===== src/rtl/time_of_day_counter_pkg.sv =====
// Shared definitions for the time-of-day counter.
//   - FSM state encoding (RUN / SET_HOUR / SET_MIN)
//   - blink mask patterns presented to the display stage
//   - BCD field moduli and digit limit
package time_of_day_counter_pkg;

    localparam logic [1:0] ST_RUN      = 2'd0;
    localparam logic [1:0] ST_SET_HOUR = 2'd1;
    localparam logic [1:0] ST_SET_MIN  = 2'd2;

    typedef enum logic [1:0] {
        StRun     = ST_RUN,
        StSetHour = ST_SET_HOUR,
        StSetMin  = ST_SET_MIN
    } state_e;

    // Bit 5 = hour1 ... bit 0 = sec0; 1 blanks the digit.
    localparam logic [5:0] MASK_HOUR = 6'b110000;
    localparam logic [5:0] MASK_MIN  = 6'b001100;
    localparam logic [5:0] MASK_NONE = 6'b000000;

    localparam int unsigned SEC_MOD       = 60;
    localparam int unsigned MIN_MOD       = 60;
    localparam logic [3:0]  BCD_UNITS_MAX = 4'd9;

endpackage


===== src/rtl/time_of_day_counter_if.sv =====
// Bundles the control inputs and display-facing outputs of the time-of-day counter.
//   master : drives tick/enable/mode_btn/inc_btn, observes digits, blink_mask, day_carry
//   slave  : the counter itself
interface time_of_day_counter_if;

    logic       tick;
    logic       enable;
    logic       mode_btn;
    logic       inc_btn;
    logic [3:0] hour1;
    logic [3:0] hour0;
    logic [3:0] min1;
    logic [3:0] min0;
    logic [3:0] sec1;
    logic [3:0] sec0;
    logic [5:0] blink_mask;
    logic       day_carry;

    modport master (
        output tick, enable, mode_btn, inc_btn,
        input  hour1, hour0, min1, min0, sec1, sec0, blink_mask, day_carry
    );

    modport slave (
        input  tick, enable, mode_btn, inc_btn,
        output hour1, hour0, min1, min0, sec1, sec0, blink_mask, day_carry
    );

endinterface


===== src/rtl/bcd_mod_counter.sv =====
// Two-digit BCD counter counting 00..MOD-1.
//   clk, reset : clock, synchronous active-high reset
//   inc        : advance by one (wraps MOD-1 -> 00)
//   clr        : force 00 (takes priority over inc)
//   tens/units : registered BCD digits
//   wrap       : combinational, high when this inc wraps the counter (carry to next field)
module bcd_mod_counter
    import time_of_day_counter_pkg::*;
#(
    parameter int unsigned MOD = 60
) (
    input  logic       clk,
    input  logic       reset,
    input  logic       inc,
    input  logic       clr,
    output logic [3:0] tens,
    output logic [3:0] units,
    output logic       wrap
);

    localparam logic [3:0] TENS_MAX  = 4'((MOD - 1) / 10);
    localparam logic [3:0] UNITS_MAX = 4'((MOD - 1) % 10);

    logic [3:0] tens_q, tens_d;
    logic [3:0] units_q, units_d;
    logic       at_max;

    always_comb begin
        at_max  = (tens_q == TENS_MAX) && (units_q == UNITS_MAX);
        wrap    = inc && at_max && !clr;
        tens_d  = tens_q;
        units_d = units_q;
        if (clr) begin
            tens_d  = 4'd0;
            units_d = 4'd0;
        end else if (inc) begin
            if (at_max) begin
                tens_d  = 4'd0;
                units_d = 4'd0;
            end else if (units_q == BCD_UNITS_MAX) begin
                tens_d  = tens_q + 4'd1;
                units_d = 4'd0;
            end else begin
                units_d = units_q + 4'd1;
            end
        end
    end

    always_ff @(posedge clk) begin
        if (reset) begin
            tens_q  <= 4'd0;
            units_q <= 4'd0;
        end else begin
            tens_q  <= tens_d;
            units_q <= units_d;
        end
    end

    assign tens  = tens_q;
    assign units = units_q;

endmodule


===== src/rtl/time_of_day_counter.sv =====
// HH:MM:SS BCD time-of-day counter with button-driven set mode.
//   clk, reset : clock, synchronous active-high reset
//   bus        : slave side of time_of_day_counter_if
//                inputs  tick, enable, mode_btn, inc_btn
//                outputs six BCD digits, blink_mask, day_carry (all registered)
//   HOUR_MOD   : hour modulus (12..24)
module time_of_day_counter
    import time_of_day_counter_pkg::*;
#(
    parameter int unsigned HOUR_MOD = 24
) (
    input  logic                 clk,
    input  logic                 reset,
    time_of_day_counter_if.slave bus
);

    state_e     state_q, state_d;
    logic       mode_hist_q, inc_hist_q;
    logic       phase_q, phase_d;
    logic [5:0] mask_q, mask_d;
    logic       day_carry_q, day_carry_d;

    logic mode_edge, inc_edge, in_run;
    logic run_adv, sec_clr, min_inc, hour_inc;
    logic sec_wrap, min_wrap, hour_wrap;

    always_comb begin
        mode_edge = bus.mode_btn && !mode_hist_q;
        inc_edge  = bus.inc_btn && !inc_hist_q;
        in_run    = (state_q == StRun);

        // A mode edge out of RUN swallows a coincident tick.
        run_adv  = in_run && bus.tick && bus.enable && !mode_edge;
        sec_clr  = in_run && mode_edge;
        // Carry chaining only in RUN; set increments wrap without carry.
        min_inc  = sec_wrap || ((state_q == StSetMin) && inc_edge && !mode_edge);
        hour_inc = (in_run && min_wrap) || ((state_q == StSetHour) && inc_edge && !mode_edge);

        state_d = state_q;
        if (mode_edge) begin
            unique case (state_q)
                StRun:     state_d = StSetHour;
                StSetHour: state_d = StSetMin;
                default:   state_d = StRun;
            endcase
        end

        if (state_d == StRun) begin
            phase_d = 1'b0;
        end else if (!in_run && bus.tick && !mode_edge) begin
            phase_d = !phase_q;
        end else begin
            phase_d = phase_q;
        end

        mask_d = MASK_NONE;
        if (phase_d && (state_d == StSetHour)) begin
            mask_d = MASK_HOUR;
        end else if (phase_d && (state_d == StSetMin)) begin
            mask_d = MASK_MIN;
        end

        day_carry_d = in_run && hour_wrap;
    end

    // Single state register: FSM, button history, blink phase and registered outputs.
    always_ff @(posedge clk) begin
        if (reset) begin
            state_q     <= StRun;
            mode_hist_q <= 1'b1; // a button held through reset yields no edge
            inc_hist_q  <= 1'b1;
            phase_q     <= 1'b0;
            mask_q      <= MASK_NONE;
            day_carry_q <= 1'b0;
        end else begin
            state_q     <= state_d;
            mode_hist_q <= bus.mode_btn;
            inc_hist_q  <= bus.inc_btn;
            phase_q     <= phase_d;
            mask_q      <= mask_d;
            day_carry_q <= day_carry_d;
        end
    end

    bcd_mod_counter #(.MOD(SEC_MOD)) u_sec (
        .clk   (clk),
        .reset (reset),
        .inc   (run_adv),
        .clr   (sec_clr),
        .tens  (bus.sec1),
        .units (bus.sec0),
        .wrap  (sec_wrap)
    );

    bcd_mod_counter #(.MOD(MIN_MOD)) u_min (
        .clk   (clk),
        .reset (reset),
        .inc   (min_inc),
        .clr   (1'b0),
        .tens  (bus.min1),
        .units (bus.min0),
        .wrap  (min_wrap)
    );

    bcd_mod_counter #(.MOD(HOUR_MOD)) u_hour (
        .clk   (clk),
        .reset (reset),
        .inc   (hour_inc),
        .clr   (1'b0),
        .tens  (bus.hour1),
        .units (bus.hour0),
        .wrap  (hour_wrap)
    );

    assign bus.blink_mask = mask_q;
    assign bus.day_carry  = day_carry_q;

endmodule


===== src/flat_wrapper.sv =====
// flat-port wrapper written by rule: the top's interface ports become plain ports
module time_of_day_counter_flat import time_of_day_counter_pkg::*;
#(
    parameter int unsigned HOUR_MOD = 24
)
  (clk, reset, bus_tick, bus_enable, bus_mode_btn, bus_inc_btn, bus_hour1, bus_hour0, bus_min1, bus_min0, bus_sec1, bus_sec0, bus_blink_mask, bus_day_carry);
  time_of_day_counter_if bus_i ();
  input  logic clk;
  input  logic reset;
  input wire logic [$bits(bus_i.tick)-1:0] bus_tick;
  input wire logic [$bits(bus_i.enable)-1:0] bus_enable;
  input wire logic [$bits(bus_i.mode_btn)-1:0] bus_mode_btn;
  input wire logic [$bits(bus_i.inc_btn)-1:0] bus_inc_btn;
  output wire logic [$bits(bus_i.hour1)-1:0] bus_hour1;
  output wire logic [$bits(bus_i.hour0)-1:0] bus_hour0;
  output wire logic [$bits(bus_i.min1)-1:0] bus_min1;
  output wire logic [$bits(bus_i.min0)-1:0] bus_min0;
  output wire logic [$bits(bus_i.sec1)-1:0] bus_sec1;
  output wire logic [$bits(bus_i.sec0)-1:0] bus_sec0;
  output wire logic [$bits(bus_i.blink_mask)-1:0] bus_blink_mask;
  output wire logic [$bits(bus_i.day_carry)-1:0] bus_day_carry;
  assign bus_i.tick = bus_tick;
  assign bus_i.enable = bus_enable;
  assign bus_i.mode_btn = bus_mode_btn;
  assign bus_i.inc_btn = bus_inc_btn;
  assign bus_hour1 = bus_i.hour1;
  assign bus_hour0 = bus_i.hour0;
  assign bus_min1 = bus_i.min1;
  assign bus_min0 = bus_i.min0;
  assign bus_sec1 = bus_i.sec1;
  assign bus_sec0 = bus_i.sec0;
  assign bus_blink_mask = bus_i.blink_mask;
  assign bus_day_carry = bus_i.day_carry;
  time_of_day_counter #(.HOUR_MOD(HOUR_MOD)) u_core (.clk(clk), .reset(reset), .bus(bus_i));
endmodule

===== config.mk =====
export PLATFORM = sky130hd
export DESIGN_NAME = time_of_day_counter_flat
export DESIGN_NICKNAME = d
export VERILOG_FILES = /design/src/rtl/time_of_day_counter_pkg.sv /design/src/rtl/time_of_day_counter_if.sv /design/src/rtl/bcd_mod_counter.sv /design/src/rtl/time_of_day_counter.sv /design/src/flat_wrapper.sv
export SDC_FILE = /design/constraint.sdc
export NUM_CORES = 1
export LEC_CHECK = 0
export BUFFER_PORTS_ARGS = -buffer_cell sky130_fd_sc_hd__buf_2
export CAP_MARGIN = 20
export CORE_MARGIN = 2
export CORE_UTILIZATION = 40
export DETAILED_ROUTE_END_ITERATION = 8
export SETUP_SLACK_MARGIN = 0.4
export SYNTH_ARGS = -nofsm -noshare
export SYNTH_HDL_FRONTEND = slang
export SYNTH_SLANG_ARGS = --single-unit

===== constraint.sdc =====
create_clock -name clk -period 3.21 [get_ports clk]
set_input_delay 0.1605 -clock clk [delete_from_list [all_inputs] [get_ports clk]]
set_output_delay 0.1605 -clock clk [all_outputs]
set_load 0.005 [all_outputs]

# --- Word-level counts from Yosys, hierarchy flattened ---
# Index checks and enable logic that the tools add are counted.
totals:
  register_bits: 36
  out_inout_bits: 31
  word_cells: 89
classes:
  n_addsub: 6
  eq_ne: 11
  muxes: 18
  reduce_logical: 41
op_table:
  columns: ["cell", "n"]
  rows:
  - ["4-bit two-way mux", 13]
  - ["4-bit by 1-bit adder with 4-bit output (second input constant)", 6]
  - ["1-bit logical AND", 23]
  - ["4-bit equality test (second input constant)", 3]
  - ["4-bit by 2-bit equality test with 1-bit output (second input constant)", 2]
  - ["4-bit by 3-bit equality test with 1-bit output (second input constant)", 2]
  - ["1-bit zero test", 6]
  - ["6-bit two-way mux", 1]
  - ["2-bit AND reduction", 3]
  - ["2-bit nonzero test", 3]
  - ["2-bit by 1-bit equality test with 1-bit output (second input constant)", 2]
  - ["2-bit equality test (second input constant)", 2]
  - ["2-bit zero test", 2]
  - ["2-bit case mux with 2 select lines", 1]
  - ["2-bit OR reduction", 2]
  - ["1-bit logical OR", 2]
  - ["1-bit two-way mux", 2]
  - ["2-bit two-way mux", 1]

# --- Logic depth before layout (Yosys ltp) ---
# Gate-level depths: netlist of the first run.
logic_depth:
  word_depth: 12
  ltp_mapped: 8

# --- Cells and area by module ---
# From an unflattened synthesis of the first run, not the netlist that was laid out.
hier_totals:
  cells_unflattened: 186
  area_unflattened_um2: 1746.7
modules_own_cells:
  columns: ["module", "n_inst", "cells_per_inst", "area_per_inst_um2", "seq_area_each_um2"]
  rows:
  - ["bcd_mod_counter (u_core.u_min ...)", 2, 44, 429.2, 160.2]
  - ["bcd_mod_counter (u_core.u_hour)", 1, 51, 456.7, 160.2]
  - ["time_of_day_counter", 1, 47, 431.7, 160.2]

# --- Worst setup path after synthesis of the first run ---
# Ideal clock, no wire load.
synth_path:
  kind: "register -> register"
  startpoint: "register u_core.u_sec.tens_q[0], in the netlist u_core.u_sec.tens[0]"
  endpoint: "register u_core.u_hour.tens_q[1], in the netlist u_core.u_hour.tens[1]"
  arrival_time_ps: 1817
  t_required_ps: 3140
  path_slack_ps: 1322
  stages_incl_launch_ff: 8
  synth_period_minus_slack_ps: 1888
  path_cell_list: "dfxtp_1 > ha_1 > nand3b_1 > nor4_4 > a31oi_2 > buf_6 > or3_1 > a21oi_1"
synth_between:
  elab_chain_len: 9
synth_rtl:
  columns: ["element", "line", "rtl"]
  rows:
  - ["start, declared", "bcd_mod_counter.sv:24", "logic [3:0] tens_q, tens_d;"]
  - ["start signal, assigned", "bcd_mod_counter.sv:54", "tens_q <= tens_d;"]
  - ["4-bit by 3-bit equality test with 1-bit output", "bcd_mod_counter.sv:29", "at_max = (tens_q == TENS_MAX) && (units_q == UNITS_MAX);"]
  - ["1-bit logical AND", "bcd_mod_counter.sv:29", null]
  - ["1-bit logical AND (2 in series)", "bcd_mod_counter.sv:30", "wrap = inc && at_max && !clr;"]
  - ["1-bit logical OR", "time_of_day_counter.sv:36", "min_inc = sec_wrap || ((state_q == StSetMin) && inc_edge && !mode_edge);"]
  - ["1-bit logical AND", "bcd_mod_counter.sv:30", null]
  - ["1-bit logical AND", "time_of_day_counter.sv:37", "hour_inc = (in_run && min_wrap) || ((state_q == StSetHour) && inc_edge && !mode_edge);"]
  - ["1-bit logical OR", "time_of_day_counter.sv:37", null]
  - ["2-bit AND reduction (no source line)", null, null]
  - ["end signal, assigned", "bcd_mod_counter.sv:54", null]
  - ["end, declared", "bcd_mod_counter.sv:24", null]
# No other way between the ends.
# A chain may end at the register's enable or synchronous reset.

# --- Worst setup path in the final report of the first run ---
layout_path:
  startpoint: "register u_core.u_sec.tens_q[0], in the netlist u_core.u_sec.tens[0]"
  endpoint: "register u_core.u_hour.tens_q[2], in the netlist u_core.u_hour.tens[2]"
# The elaborated chain is that of the path after synthesis.

==> flow_metrics.env, run 1 <==
export IMPL_status="completed"
export IMPL_power_leakage_nw=0.7821
export IMPL_clockBufferDepth=2
export IMPL_fin_crit_ns=2.127
export IMPL_syn_inst=195
export IMPL_firstDrtPassIters=4
export IMPL_async_flop_share_pct=0
export IMPL_dieHeight_um=69.25
export IMPL_dp_cells=267
export IMPL_yosysTopAreaCell="dfxtp_1"
export IMPL_rows=23
export IMPL_final_util_pct=47.95
export IMPL_post_route_drc_count=0
export IMPL_final_area_mm2=0.001946
export IMPL_cts_hold_buffers=0
export IMPL_drtAntennaViolNets=0
export IMPL_period_share_pct=66.26
export IMPL_hold_viol=0
export IMPL_max_freq_mhz=470.2
export IMPL_via_per_inst=5.124
export IMPL_core_area_mm2=0.004058
export IMPL_cp_required_ns=3.43
export IMPL_crit_arrival_ns=2.35
export IMPL_fin_skew_ns=0.004343
export IMPL_drt_iter0_drc=82
export IMPL_end_kind="flop"
export IMPL_portBuffers=34
export IMPL_cts_root_buf="clkbuf_8"
export IMPL_synth_warnings=0
export IMPL_synth_edf_count=0
export IMPL_netlist_area_leader_share_pct=37.62
export IMPL_crit_buf_inv=0
export IMPL_synth_seq_cells=32
export IMPL_clock_latency_ns=0.29
export IMPL_rsz0062_at_grt="no"
export IMPL_cts_sinks=32
export IMPL_globalRouteTotalUtil_pct=14.87
export IMPL_drive_above_1_share_pct=21.78
export IMPL_io_pins=37
export IMPL_grt_start_max_net_pins=27
export IMPL_gp_congestion=0.7096
export IMPL_grt_pass1_wl_mm=5.747
export IMPL_area_growth_pct=14.25
export IMPL_criticalPathCategory="reg -> reg"
export IMPL_finalSetupTns_ns=0
export IMPL_grt_ovfl_total=0
export IMPL_path_clk_slew_ns=0.06
export IMPL_cp_cell_sequence="ha_1 -> nand3b_1 -> nor4_4 -> a31oi_2 -> or4_1 -> a21oi_1"
export IMPL_syn_mean_instance_area_um2=8.733
export IMPL_antenna_cells=0
export IMPL_multi_input_area_um2=952.2
export IMPL_grt_pass1_vias=1274
export IMPL_relSlewSlack_pct=45.05
export IMPL_yosysSeqAreaShare_pct=37.62
export IMPL_wirelength_mm=3.361
export IMPL_vdd_drop_max_mv=0.1785
export IMPL_die_area_mm2=0.004795
export IMPL_finalSetupViolCount=0
export IMPL_total_power_uw=764.1
export IMPL_crit_path_start_kind="flop"
export IMPL_worst_hold_slack_ns=0.08240
export IMPL_cts_tree="done"
export IMPL_synth_distinct_cells=41
export IMPL_fp_dieW_um=69.25
export IMPL_power_density_mw_per_mm2=392.7
export IMPL_yosysMostFrequentCell="dfxtp_1"
export IMPL_cts_made_buffers=5
export IMPL_path_delay_family="simple AND/OR/NAND/NOR gates"
export IMPL_ys_dominant_reg_cell="dfxtp_1"
export IMPL_tightest_slew_ns=0.8225
export IMPL_final_cells=275
export IMPL_fin_nets=242
export IMPL_htree_levels=2
export IMPL_antenna_found_initial=0
export IMPL_synth_area_leaders="dfxtp_1 (38%), ha_1 (8.8%), a21oi_1 (5.9%)"
export IMPL_final_setup_worst_slack_ns=1.083
export IMPL_placed_cell_area_mm2=0.001856
export IMPL_cp_slowest_cell="or4_1"
export IMPL_cp_max_fo=16
export IMPL_num_vias=1409
export IMPL_synth_commonest_cells="dfxtp_1 (32), nor2_1 (21), a21oi_1 (20), ha_1 (12), nand2_1 (11)"
export IMPL_holdCritPathClass="in -> reg"
export IMPL_drv_cap=0
export IMPL_avgRoutedWirePerCell_um=12.22
export IMPL_place_ws_ns=1.097
export IMPL_cts_resized=0
export IMPL_fillers=448
export IMPL_syn_area_mm2=0.001703
export IMPL_max_stage_delay_ns=0.47
export IMPL_start_util_pct=41.97
export IMPL_post_cts_repair_setup_buffers=0
export IMPL_dpl_hpwl_mm=2.294
export IMPL_final_max_slew_viol_count=0
export IMPL_seqCellArea_um2=640.6
[kinds of logic after synthesis]
logic type | after synthesis | share of synthesized area [%]
and+or+nand+nor | 82 | 29.02
AOI/OAI and AO/OA | 40 | 13.81
other | 1 | 0.2202
DFF | 32 | 37.62
xor gates and xnor gates | 4 | 2.058
adders and majority gates | 12 | 8.817
buffers and inverters | 21 | 6.686
muxes | 3 | 1.763
[routing by layer]
layer | track usage, % | wire [µm] | part of all wire [%] | vias up
met3 | 4.070 | 168 | 5.0 | 7
met5 | 0 | 0 | 0 | -
li1 | - | - | - | 741
met4 | 9.804 | 91 | 2.7 | 0
met2 | 22.01 | 1460 | 43 | 30
met1 | 18.87 | 1641 | 49 | 631
[worst reg2reg max path: stages (launching register included)]
cell	delay, ns
dfxtp_1	0.42
ha_1	0.19
nand3b_1	0.12
nor4_4	0.39
a31oi_2	0.32
or4_1	0.47
a21oi_1	0.15
[cell type report]
cell class                 instances  area share, %
multi-input combinational        143          48.94
tap                               50          3.215
timing repair buffer              34          8.746
inverter                           8          1.543
clock buffer                       8          4.630
sequential                        32          32.93
[path summary, 6_finish.rpt]
kind / from / endpoint / slack (ns) / depth (start not counted)
hold reg to reg: u_core.u_hour.tens[3]$_SDFFE_PP0P_ / u_core.u_hour.tens[3]$_SDFFE_PP0P_ / 0.49 / 2
setup reg to reg: u_core.u_sec.tens[0]$_SDFFE_PP0P_ / u_core.u_hour.tens[2]$_SDFFE_PP0P_ / 1.08 / 6
hold / removal: bus_inc_btn / u_core.inc_hist_q$_SDFF_PP1_ / 0.08 / 2
setup / recovery: u_core.u_sec.tens[0]$_SDFFE_PP0P_ / u_core.u_hour.tens[2]$_SDFFE_PP0P_ / 1.08 / 6
[flip-flops by register name, summed over array words and instances, names as in the netlist]
register / count
u_core.state_q: 2
u_core.phase_q: 1
u_core.bus.day_carry: 1
u_core.u_sec.units: 4
u_core.u_min.units: 4
u_core.u_sec.tens: 4
u_core.bus.blink_mask: 2
u_core.u_min.tens: 4
u_core.mode_hist_q: 1
u_core.u_hour.units: 4
u_core.inc_hist_q: 1
u_core.u_hour.tens: 4
[layout by cell type, fill, tap and decap left out, types with 2 or more instances in the layout]
master,netlist,layout
or3_1,7,7
or4_1,6,6
o21ai_0,9,9
nand2b_1,5,5
nor2_1,21,21
nand3b_1,5,5
nand4b_1,2,2
dfxtp_1,32,32
conb_1,1,2
or2_2,3,3
a211oi_1,3,3
buf_2,4,34
clkbuf_1,3,2
nand3_1,6,6
ha_1,12,12
nor2b_1,2,2
nor3_1,4,4
o31ai_1,2,2
mux2i_1,3,3
nand2_1,11,11
or3b_1,2,2
xor2_1,3,3
a21oi_1,20,20
inv_1,8,8
clkbuf_8,0,6
[where the power goes]
| group | internal, mW | total [mW] | switching, mW |
|---|---|---|---|
| sequential | 0.402 | 0.408 | 0.00593 |
| combinational | 0.0148 | 0.0366 | 0.0218 |
| clock | 0.175 | 0.320 | 0.145 |
| total | 0.591 | 0.764 | 0.173 |
(Power assumes the default switching activity.)
==> run 2: changes to the inputs <==
--- a/config.mk
+++ b/config.mk
@@ -5,6 +5,7 @@
 export SDC_FILE = /design/constraint.sdc
 export NUM_CORES = 1
 export LEC_CHECK = 0
+export ABC_AREA = 1
 export BUFFER_PORTS_ARGS = -buffer_cell sky130_fd_sc_hd__buf_2
 export CAP_MARGIN = 20
 export CORE_MARGIN = 2
==> constraint.sdc (replaced) <==
create_clock -name clk -period 1.8 [get_ports clk]
set_input_delay 0.09 -clock clk [delete_from_list [all_inputs] [get_ports clk]]
set_output_delay 0.09 -clock clk [all_outputs]
set_load 0.005 [all_outputs]
==> flow_metrics.env, run 2 <==
export IMPL_drtAntennaViolNets=0
export IMPL_synth_area_leaders="dfxtp_1 (38%), ha_1 (9.0%), nand2_1 (9.0%)"
export IMPL_max_stage_delay_ns=0.33
export IMPL_num_vias=1576
export IMPL_crit_arrival_ns=1.67
export IMPL_final_cell_mix="buf_2 (34), inv_1 (29), nand2_1 (29)"
export IMPL_syn_area_mm2=0.001674
export IMPL_fp_dieW_um=68.70
export IMPL_timing_rr_end="u_core.u_hour.units[2]$_SDFFE_PP0P_"
export IMPL_period_share_pct=80.53
export IMPL_rsz0062_at_grt="yes"
export IMPL_yosysTopAreaCell="dfxtp_1"
export IMPL_fin_crit_ns=1.450
export IMPL_final_common_cell="buf_2"
export IMPL_dieHeight_um=68.70
export IMPL_via_per_inst=4.733
export IMPL_cp_max_fo=7
export IMPL_rows=23
export IMPL_grt_pass1_vias=1455
export IMPL_start_util_pct=41.85
export IMPL_synth_warnings=0
export IMPL_grt_pass1_wl_mm=6.251
export IMPL_crit_path_start_kind="flop"
export IMPL_io_pins=37
export IMPL_async_flop_share_pct=0
export IMPL_post_route_drc_count=0
export IMPL_holdCritPathClass="in -> reg"
export IMPL_globalRouteTotalUtil_pct=17.97
export IMPL_cp_required_ns=2.02
export IMPL_final_util_pct=59.34
export IMPL_finalSetupViolCount=0
export IMPL_cts_hold_buffers=0
export IMPL_gp_congestion=0.7768
export IMPL_crit_start="u_core.u_sec.tens[1]$_SDFFE_PP0P_"
export IMPL_core_area_mm2=0.004000
export IMPL_antenna_cells=0
export IMPL_firstDrtPassIters=4
export IMPL_holdCritStartpoint="bus_inc_btn"
export IMPL_avgRoutedWirePerCell_um=11.45
export IMPL_syn_inst=226
export IMPL_antenna_found_initial=0
export IMPL_die_area_mm2=0.004719
export IMPL_max_freq_mhz=689.8
export IMPL_ys_dominant_reg_cell="dfxtp_1"
export IMPL_wirelength_mm=3.812
export IMPL_vdd_drop_max_mv=0.3196
export IMPL_power_density_mw_per_mm2=583.9
export IMPL_fin_nets=300
export IMPL_clockBufferDepth=2
export IMPL_area_growth_pct=41.78
export IMPL_cts_made_buffers=5
export IMPL_r2r_start="u_core.u_sec.tens[1]$_SDFFE_PP0P_"
export IMPL_ff2ff_path_depth=12
export IMPL_synth_seq_cells=32
export IMPL_status="completed"
export IMPL_synth_commonest_cells="nand2_1 (40), inv_1 (34), dfxtp_1 (32), nor2_1 (23), nand3_1 (19)"
export IMPL_fin_skew_ns=0.004569
export IMPL_netlist_area_leader_share_pct=38.27
export IMPL_cp_cell_sequence="inv_2 -> ha_4 -> nand3_4 -> nor2_4 -> nand2_4 -> nand2_8 -> nand2_8 -> nand2_8 -> nand2_1 -> nand2_1 -> nand2_1 -> nor2_1"
export IMPL_syn_mean_instance_area_um2=7.408
export IMPL_drive_above_1_share_pct=42.76
export IMPL_htree_levels=2
export IMPL_dpl_hpwl_mm=2.504
export IMPL_drv_cap=0
export IMPL_cp_slowest_cell="dfxtp_2"
export IMPL_cts_root_buf="clkbuf_8"
export IMPL_rrSetupSlack_ns=0.35
export IMPL_clock_latency_ns=0.28
export IMPL_end_kind="flop"
export IMPL_portBuffers=34
export IMPL_yosysMostFrequentCell="nand2_1"
export IMPL_drt_iter0_drc=44
export IMPL_path_clk_slew_ns=0.07
export IMPL_yosysSeqAreaShare_pct=38.27
export IMPL_synth_distinct_cells=24
export IMPL_grt_ovfl_total=0
export IMPL_synth_edf_count=0
export IMPL_fillers=361
export IMPL_grt_start_max_net_pins=13
export IMPL_holdPathEnd="u_core.inc_hist_q$_SDFF_PP1_"
export IMPL_final_max_slew_viol_count=0
export IMPL_finalSetupTns_ns=0
export IMPL_criticalPathCategory="reg -> reg"
export IMPL_power_leakage_nw=1.080
export IMPL_cts_sinks=32
export IMPL_cts_tree="done"
export IMPL_holdPathStages=3
export IMPL_hold_viol=0
run 2: cell type report:
| class | count | area, µm² | share of cell area [%] |
|---|---|---|---|
| inverters | 34 | 127.6 | 5.377 |
| flip-flops and latches | 32 | 659.4 | 27.78 |
| multi-input cells | 155 | 1110 | 46.76 |
| repair buffers | 54 | 324.1 | 13.65 |
| well taps | 50 | 62.56 | 2.636 |
| clock buffers | 8 | 90.09 | 3.795 |
run 2: worst max path at each step:
stage	end	slack, ns	cells after the start
2_1_floorplan	u_core.u_hour.units[2]$_SDFFE_PP0P_	0.41	12
3_3_place_gp	u_core.u_hour.units[3]$_SDFFE_PP0P_	0.22	11
3_5_place_dp	u_core.u_hour.units[2]$_SDFFE_PP0P_	0.17	11
4_1_cts	u_core.u_hour.units[3]$_SDFFE_PP0P_	0.40	12
5_1_grt	u_core.u_hour.units[2]$_SDFFE_PP0P_	0.27	12
6_report	u_core.u_hour.units[2]$_SDFFE_PP0P_	0.35	12
run 2: where the power goes:
group,internal (mW),total (mW),leakage (nW),switching (mW)
clock network,0.311,0.560,0.0455,0.248
logic,0.0397,0.103,0.770,0.0638
registers,0.715,0.723,0.264,0.00781
total,1.07,1.39,1.08,0.320
run 2: routing by layer:
layer | vias up | track usage (%) | part of all wire, %
met3 | 5 | 4.870 | 3.8
li1 | 828 | - | -
met2 | 24 | 29.69 | 50
met4 | 0 | 7.843 | 1.7
met1 | 719 | 21.83 | 45
met5 | - | 0 | 0
run 2: what timing repair did:
action	in CTS	in global routing
endpoints found under the setup margin	21	26
gates resized for setup	27	33
gates cloned	1	0
pin swaps	8	9
buffers inserted	14	3
run 2: logic make-up after synthesis:
family	count (synthesis)	synth area share, %
other cells	1	0.2240
fa+ha+maj	12	8.968
flops	32	38.27
xor+xnor	6	3.139
buf+inv	41	10.76
simple gates	109	30.72
compound gates	25	7.922
run 2: through the flow:
stage	hold slack, ns	total power, mW	worst slack, ns	std cells	instance area [µm²]
floorplan	0.1700	0.7970	0.4087	227	1720
global placement	0.2974	0.8179	0.2209	307	1919
detailed placement	0.3118	0.8190	0.1713	307	1919
CTS	0.01419	1.396	0.4041	330	2230
global route	0.01075	1.463	0.2701	333	2374
finish	0.01392	1.386	0.3504	333	2374
run 2: critical path: cells and delay by family (launching register included):
kind | cells | cell delay, ns
DFF | 1 | 0.33
and+or+nand+nor | 10 | 0.85
adders and majority gates | 1 | 0.13
buffers and inverters | 1 | 0.07
==> run 3: changes to the inputs <==
--- a/config.mk
+++ b/config.mk
@@ -5,7 +5,7 @@
 export SDC_FILE = /design/constraint.sdc
 export NUM_CORES = 1
 export LEC_CHECK = 0
-export ABC_AREA = 1
+export ABC_AREA = 0
 export BUFFER_PORTS_ARGS = -buffer_cell sky130_fd_sc_hd__buf_2
 export CAP_MARGIN = 20
 export CORE_MARGIN = 2
==> constraint.sdc (replaced) <==
create_clock -name clk -period 1.2 [get_ports clk]
set_input_delay 0.06 -clock clk [delete_from_list [all_inputs] [get_ports clk]]
set_output_delay 0.06 -clock clk [all_outputs]
set_load 0.005 [all_outputs]
==> flow_metrics.env, run 3 (synthesis results as in run 1) <==
export IMPL_status="finished with violations"
export IMPL_violations="hold timing, setup timing"
export IMPL_end_kind="flop"
export IMPL_antenna_found_initial=0
export IMPL_final_common_cell="buf_6"
export IMPL_relSlewSlack_pct=60.69
export IMPL_cp_max_fo=5
export IMPL_multi_input_area_mm2=0.001179
export IMPL_rsz0062_at_grt="yes"
export IMPL_p_sw_uw=535.6
export IMPL_max_freq_mhz=532.0
export IMPL_portBuffers=34
export IMPL_clockBufferDepth=2
export IMPL_grt_pass1_vias=1701
export IMPL_wirelength_mm=4.907
export IMPL_cp_required_ns=1.43
export IMPL_drtAntennaViolNets=0
export IMPL_grt_pass1_wl_mm=7.762
export IMPL_crit_end="u_core.u_hour.tens[3]$_SDFFE_PP0P_"
export IMPL_grt_ovfl_total=0
export IMPL_htree_levels=2
export IMPL_fin_skew_ns=0.008777
export IMPL_globalRouteTotalUtil_pct=19.86
export IMPL_period_share_pct=156.6
export IMPL_grtUsageMet1_pct=25.43
export IMPL_crit_path_start_kind="flop"
export IMPL_placed_cell_area_mm2=0.002277
export IMPL_final_max_slew_viol_count=0
export IMPL_hold_viol=1
export IMPL_finalSetupViolCount=25
export IMPL_grt_start_max_net_pins=14
export IMPL_holdCritPathClass="in -> reg"
export IMPL_p_int_mw=1.638
export IMPL_gr_max_usage_layer="met2"
export IMPL_rrSetupSlack_ns=-0.68
export IMPL_dieHeight_um=69.25
export IMPL_rows=23
export IMPL_io_pins=37
export IMPL_ff2ff_path_depth=8
export IMPL_via_per_inst=5.170
export IMPL_cts_made_buffers=5
export IMPL_switching_share_pct=24.65
export IMPL_drive_above_1_share_pct=59.59
export IMPL_worst_hold_slack_ns=-0.01376
export IMPL_start_util_pct=41.97
export IMPL_core_area_mm2=0.004058
export IMPL_gp_congestion=0.7367
export IMPL_fin_nets=309
export IMPL_criticalPathCategory="reg -> reg"
export IMPL_clock_latency_ns=0.29
export IMPL_final_area_mm2=0.002982
export IMPL_die_area_mm2=0.004795
export IMPL_timing_rr_end="u_core.u_hour.tens[3]$_SDFFE_PP0P_"
export IMPL_place_ws_ns=-0.7078
export IMPL_cts_root_buf="clkbuf_8"
export IMPL_fillers=281
export IMPL_tightest_slew_ns=0.5882
export IMPL_cts_sinks=32
export IMPL_vdd_drop_max_mv=0.6070
export IMPL_firstDrtPassIters=4
export IMPL_seqCellArea_um2=678.2
export IMPL_power_density_mw_per_mm2=728.9
export IMPL_r2r_start="u_core.u_sec.tens[1]$_SDFFE_PP0P_"
export IMPL_num_vias=1768
export IMPL_fp_dieW_um=69.25
export IMPL_pwr_share_comb_pct=9.6
export IMPL_dpl_hpwl_mm=2.799
export IMPL_antenna_cells=0
export IMPL_met2_usage_pct=32.80
export IMPL_crit_arrival_ns=2.11
export IMPL_final_setup_worst_slack_ns=-0.6798
export IMPL_path_clk_slew_ns=0.07
export IMPL_power_leakage_nw=1.243
export IMPL_use_met3_pct=4.360
export IMPL_crit_start="u_core.u_sec.tens[1]$_SDFFE_PP0P_"
export IMPL_cts_tree="done"
export IMPL_drv_cap=0
export IMPL_fin_crit_ns=1.880
export IMPL_final_cell_mix="buf_6 (57), buf_4 (29), dfxtp_2 (24)"
export IMPL_power_share_clock_pct=40.5
export IMPL_seqPwrFrac_pct=49.8
export IMPL_area_growth_pct=75.09
export IMPL_post_route_drc_count=0
export IMPL_avgRoutedWirePerCell_um=14.35
export IMPL_drt_iter0_drc=87
run 3: power by group through the flow:
stage          Clock (mW)  Combinational (mW)  Sequential (mW)
2_1_floorplan           0              0.0910             1.11
3_3_place_gp            0               0.155             1.11
3_5_place_dp            0               0.156             1.11
4_1_cts             0.894               0.187             1.08
5_1_grt             0.941               0.227             1.08
6_report            0.881               0.209             1.08
run 3: worst max-delay path, stage by stage, from the launching register on:
cell      delay [ns]
dfxtp_2         0.33
inv_2           0.06
ha_4            0.12
nand3b_1        0.12
nor4_4          0.32
buf_4           0.17
a31oi_4         0.10
or4_1           0.45
a21oi_1         0.15
run 3: stage by stage:
stage                     hold slack (ns)  total power, mW  instances  util [%]  setup TNS (ns)
after floorplan                    0.1638            1.202        196         -          -9.725
after global placement             0.2848            1.262        315     56.12          -11.41
after detailed placement           0.2875            1.263        315     56.12          -11.81
after CTS                        -0.02051            2.163        336     70.18          -12.43
after global routing             -0.01624            2.251        342     73.48          -14.99
final                            -0.01376            2.173        342     73.48          -12.83
run 3: timing repair:
item | 4_1_cts | 5_1_grt
endpoints found under the hold margin | 1 | 1
setup buffers | 12 | 6
setup endpoints to repair | 54 | 54
gates cloned | 1 | 0
pin swaps | 15 | 11
resized for setup | 96 | 23
run 3: layout make-up:
type	count	share of cell area (%)
inverter	8	1.007
multi-input combinational	144	39.53
clock inverter	2	0.3357
tap	50	2.098
sequential	32	22.74
clock buffer	6	2.770
timing repair buffer	100	31.51
run 3: worst min-delay path by stage:
stage | start | cells after the start | endpoint | slack [ns]
2_1_floorplan | reset | 1 | u_core.inc_hist_q$_SDFF_PP1_ | 0.16
3_3_place_gp | bus_inc_btn | 2 | u_core.inc_hist_q$_SDFF_PP1_ | 0.28
3_5_place_dp | bus_inc_btn | 2 | u_core.inc_hist_q$_SDFF_PP1_ | 0.29
6_report | bus_inc_btn | 2 | u_core.inc_hist_q$_SDFF_PP1_ | -0.01
5_1_grt | bus_inc_btn | 2 | u_core.inc_hist_q$_SDFF_PP1_ | -0.02
4_1_cts | bus_inc_btn | 2 | u_core.inc_hist_q$_SDFF_PP1_ | -0.02
run 3: metal layers:
metal,vias to the layer above,share of wire (%)
li1,878,-
met1,842,45
met2,39,49
met3,9,4.1
met4,0,1.7
met5,-,0
